`config.mk`:
```
export PLATFORM = sky130hd
export DESIGN_NAME = eth_phy_10g_tx_gearbox
export DESIGN_NICKNAME = d
export VERILOG_FILES = /design/src/rtl/eth_phy_10g_tx_gearbox.sv
export SDC_FILE = /design/constraint.sdc
export NUM_CORES = 1
export LEC_CHECK = 0
export ABC_AREA = 1
export ABC_CLOCK_PERIOD_IN_PS = 6200
export CAP_MARGIN = 15
export CORE_MARGIN = 2
export CORE_UTILIZATION = 61
export CTS_CLUSTER_DIAMETER = 100
export DETAILED_ROUTE_END_ITERATION = 10
export PLACE_DENSITY = 0.87
export SLEW_MARGIN = 10
export SYNTH_ARGS = -nofsm -noshare
export SYNTH_HDL_FRONTEND = slang
export SYNTH_SLANG_ARGS = --single-unit
```
`constraint.sdc`:
```
create_clock -name clk -period 6.2 [get_ports clk]
set_clock_uncertainty 0.05 [all_clocks]
set_input_delay 1.86 -clock clk [delete_from_list [all_inputs] [get_ports clk]]
set_output_delay 1.86 -clock clk [all_outputs]
set_load 0.02 [all_outputs]
```
`src/rtl/eth_phy_10g_tx_gearbox.sv`:
```
// 66:64 TX gearbox: repacks {data, sync header} blocks into gap-free 64-bit PMA words.
// Latency: a block's first bit is on data_out the cycle after acceptance, once 64 bits are buffered.
// Backpressure: in_ready is low one cycle in 33 at full load and depends on registered state only.
module eth_phy_10g_tx_gearbox #(
  parameter int HDR_CHECK = 1
) (
  input  logic        clk,
  input  logic        reset_n,
  input  logic [1:0]  hdr_in,
  input  logic [63:0] data_in,
  input  logic        in_valid,
  output logic        in_ready,
  output logic [63:0] data_out,
  output logic        out_valid,
  output logic        hdr_err,
  output logic        underrun
);

  logic [129:0] sbuf;
  logic [7:0]   cnt;
  logic         started;

  logic         emit;
  logic [7:0]   r;
  logic         accept;
  logic         hdr_bad;
  logic [129:0] shifted;
  logic [129:0] blk_ext;
  logic [129:0] sbuf_nxt;
  logic [7:0]   cnt_nxt;

  // Bits above cnt are always zero, so a new block can be OR-ed in at position r.
  always_comb begin
    emit     = (cnt >= 8'd64);
    r        = emit ? (cnt - 8'd64) : cnt;
    in_ready = (r < 8'd64);
    accept   = in_valid && in_ready;
    shifted  = emit ? {64'd0, sbuf[129:64]} : sbuf;
    blk_ext  = {64'd0, data_in, hdr_in} << r;
    sbuf_nxt = accept ? (shifted | blk_ext) : shifted;
    cnt_nxt  = accept ? (r + 8'd66) : r;
    hdr_bad  = (HDR_CHECK != 0) && (hdr_in[0] == hdr_in[1]);
  end

  assign data_out  = sbuf[63:0];
  assign out_valid = emit;
  assign underrun  = started && !emit;

  always_ff @(posedge clk or negedge reset_n) begin
    if (!reset_n) begin
      sbuf    <= '0;
      cnt     <= '0;
      started <= 1'b0;
      hdr_err <= 1'b0;
    end else begin
      sbuf    <= sbuf_nxt;
      cnt     <= cnt_nxt;
      started <= started || emit;
      hdr_err <= accept && hdr_bad;
    end
  end

endmodule

```
==> flow_summary_export.csv <==
group,metric,value,unit
synthesis,avgSynthCellArea,6.13,um2
cts,htreeDepth,4,
worst_setup_path,worst_ep_arrival_time,3.05,ns
timing,final_max_slew_viol_count,0,
cts,cts.sinks,139,
timing,setup_tns,0,ns
power,switching_share,0.587,
finish,multi_input_area,6010,um2
power,internal-power,2.98,mW
floorplan,dieArea,18600,um2
synthesis,ys_seq_area_frac,0.326,
global_route,grt_use_met3,0.0913,
synthesis,ys_ff_latch,139,
worst_setup_path,critPathKind,"flip-flop to primary output",
synthesis,synth-edff-count,0,
run,drv_cap,0,
floorplan,die_h,136,um
worst_setup_path,crit_path_max_incr_delay,0.64,ns
worst_setup_path,cp_top_family,"simple AND/OR/NAND/NOR gates",
finish,area_growth,12.7,%
worst_setup_path,cp-end-kind,"primary output",
cts,ctsRootBufferMaster,"clkbuf_16",
worst_setup_path,crit_fanout,31,
hold_path,hold_class,"flip-flop to flip-flop",
cts,cts_resized,0,
finish,drive_gt1_frac,0.0390,
cts,clk_path_buf_depth,2,
routing,via_count,12187,
global_route,grt_pass1_wl,61300,um
cts,path_clk_slew,0.07,ns
worst_setup_path,crit_path_top_delay_cell,"clkdlybuf4s50_1",
timing,fin_crit_sh,0.800,
routing,drt_iter0_markers,1634,
cts,cts_buffers,17,
timing,max-slew-margin-rel,0.285,
routing,antenna_left,0,
power,power_frac_comb,0.690,
cts,clk_latency,0.43,ns
timing,hold_viol,0,
floorplan,die_width,136,um
worst_setup_path,path_depth,6,
power,p_sw,4.22,mW
synthesis,ys_types,35,
global_route,grt_max_degree,113,
timing,fmax,202,MHz
routing,drc,0,
finish,nFillCells,1549,
worst_setup_path,cp-start-kind,"flip-flop",
synthesis,synth_common_cells,"763 x nand2_1, 415 x nand3_1, 139 x dfrtp_1",
synthesis,yosysTopAreaCellShare,0.326,
finish,regArea,3480,um2
floorplan,fp.coreArea,17200,um2
synthesis,ys.warnings.count,0,
outcome,status,"finished clean",
floorplan,io_pins,137,
routing,wl_per_cell,20.3,um
cts,tritoncts,"yes",
finish,fin_nets,1803,
power,p_seq_frac,0.172,
synthesis,synth_area_leaders,"dfrtp_1 33%, nand2_1 27%, nand3_1 19%, buf_4 4.9%, o21ai_0 2.3%",
global_route,antenna_found_initial,0,
synthesis,synth_ff_type,"dfrtp_1",
synthesis,netlist_instances,1742,
power,pwr_density_cell,598,nW/um2
global_route,grt_use_met1,0.560,
worst_setup_path,worstPathCellList,"nor2_8, nand3_2, nand2_2, o21ai_1, nor2_2, clkdlybuf4s50_1",
synthesis,yosysMostFrequentCell,"nand2_1",
floorplan,initial_core_util,0.622,
routing,viasPerCell,6.19,
worst_setup_path,cp.buffers_inverters,1,
placement,io_buffers,136,
power,leakage,6.22,nW
worst_setup_path,rr_worst_depth,10,
synthesis,synth_area,10700,um2
cts,cts_hold_buf,0,
global_route,grtUsageMet2,0.671,
power,power,7.20,mW
global_route,grt_pass1_vias,10899,
timing,fin_crit,4.96,ns
placement,hpwl,28000,um
global_route,track_usage,0.437,
timing,worst_pin_slew,1.07,ns
synthesis,syn_nets,1814,
hold_path,hold_depth,2,
power,clock_power_share,0.138,
routing,routed_wl,39900,um
timing,setup_viol,0,
placement,globalplace.congestion,1.05,
worst_setup_path,critical_path_required,4.29,ns
finish,diodes,0,
global_route,top_usage_layer,"met2",
routing,firstDrtPassIters,6,
power,ir_drop,0.476,mV
timing,rsz0062_at_grt,"no",
synthesis,synth-async-reset-ratio,1.00,
floorplan,row_count,48,
cts,post_cts_buffers,0,
global_route,grt_overflow_total,0,
synthesis,synth_top_area_cell,"dfrtp_1",
[stage by stage]
step / hold WS (ns) / instance area, um2 / util / worst slack [ns] / cells
5_1_grt: 0.450 / 12000 / 0.701 / 1.20 / 1969
2_1_floorplan: 0.373 / 10700 / - / 2.11 / 1742
3_3_place_gp: 0.402 / 11500 / 0.668 / 1.84 / 1937
6_report: 0.434 / 12000 / 0.701 / 1.24 / 1969
4_1_cts: 0.432 / 12000 / 0.701 / 1.31 / 1969
3_5_place_dp: 0.415 / 11500 / 0.668 / 1.81 / 1937
[layout by cell type (no fill, tap or decap), drive strengths merged]
cell type	instances
o31ai	1
a21o	1
mux2i	1
o21bai	26
dfrtp	139
nor4	1
nor3	3
xor2	2
o211ai	3
nand3b	3
o21ai	59
inv	64
clkbuf	18
nand2	765
clkinvlp	4
o22ai	4
nor2	49
clkinv	2
a21boi	2
a21oi	12
ha	3
buf	17
nand3	416
or2	1
nand4	13
clkdlybuf4s50	135
[flip-flops by register name (all words and copies together) (netlist names)]
register / cells
sbuf: 130
cnt: 7
hdr_err: 1
started: 1
[power groups by stage]
| stage | Clock, mW | Combinational (mW) | Sequential, mW |
|---|---|---|---|
| final | 0.995 | 4.97 | 1.24 |
| after global routing | 1.03 | 5.35 | 1.25 |
| after CTS | 0.987 | 4.78 | 1.23 |
| after detailed placement | 0 | 4.75 | 1.24 |
| after global placement | 0 | 4.72 | 1.24 |
| after floorplan | 0 | 3.40 | 1.19 |
[final cells by class]
| cell class | count | area share |
|---|---|---|
| clock buffers | 18 | 0.0365 |
| clock inverters | 14 | 0.0102 |
| inverters | 56 | 0.0176 |
| multi-input cells | 1365 | 0.500 |
| flip-flops and latches | 139 | 0.289 |
| well taps | 225 | 0.0234 |
| repair buffers | 152 | 0.123 |
[per-layer routing]
layer | part of all wire | vias to the layer above
met4 | 0.075 | 0
met3 | 0.10 | 160
met2 | 0.44 | 813
met5 | 0 | -
li1 | - | 5590
met1 | 0.38 | 5624
[kinds of logic after synthesis]
family | after synthesis | share of synthesized area
DFF | 139 | 0.326
adders and majority gates | 3 | 0.00352
muxes | 1 | 0.000937
and+or+nand+nor | 1251 | 0.497
xor gates and xnor gates | 2 | 0.00164
AOI/OAI and AO/OA | 108 | 0.0588
buffers and inverters | 238 | 0.112
[worst paths after layout]
path | from | endpoint | slack, ns
max in group asynchronous | reset_n | sbuf[37]$_DFF_PN0_ | 3.48
max | cnt[5]$_DFFE_PN0P_ | in_ready | 1.24
min reg2reg | sbuf[119]$_DFF_PN0_ | sbuf[119]$_DFF_PN0_ | 0.43
max reg2reg | cnt[5]$_DFFE_PN0P_ | sbuf[18]$_DFF_PN0_ | 1.98
min in group asynchronous | reset_n | sbuf[5]$_DFF_PN0_ | 1.46
min | sbuf[119]$_DFF_PN0_ | sbuf[119]$_DFF_PN0_ | 0.43
[worst register-to-register path: stages (launching register included)]
cell and delay (ns):
dfrtp_1 0.44, nor2_8 0.32, nand3_2 0.13, nand2_2 0.59
buf_4 0.39, buf_4 0.43, clkinv_2 0.66, buf_4 0.64
nand2_1 0.18, nand2_1 0.08, o21bai_1 0.16
Power figures use the tool's default switching activity.
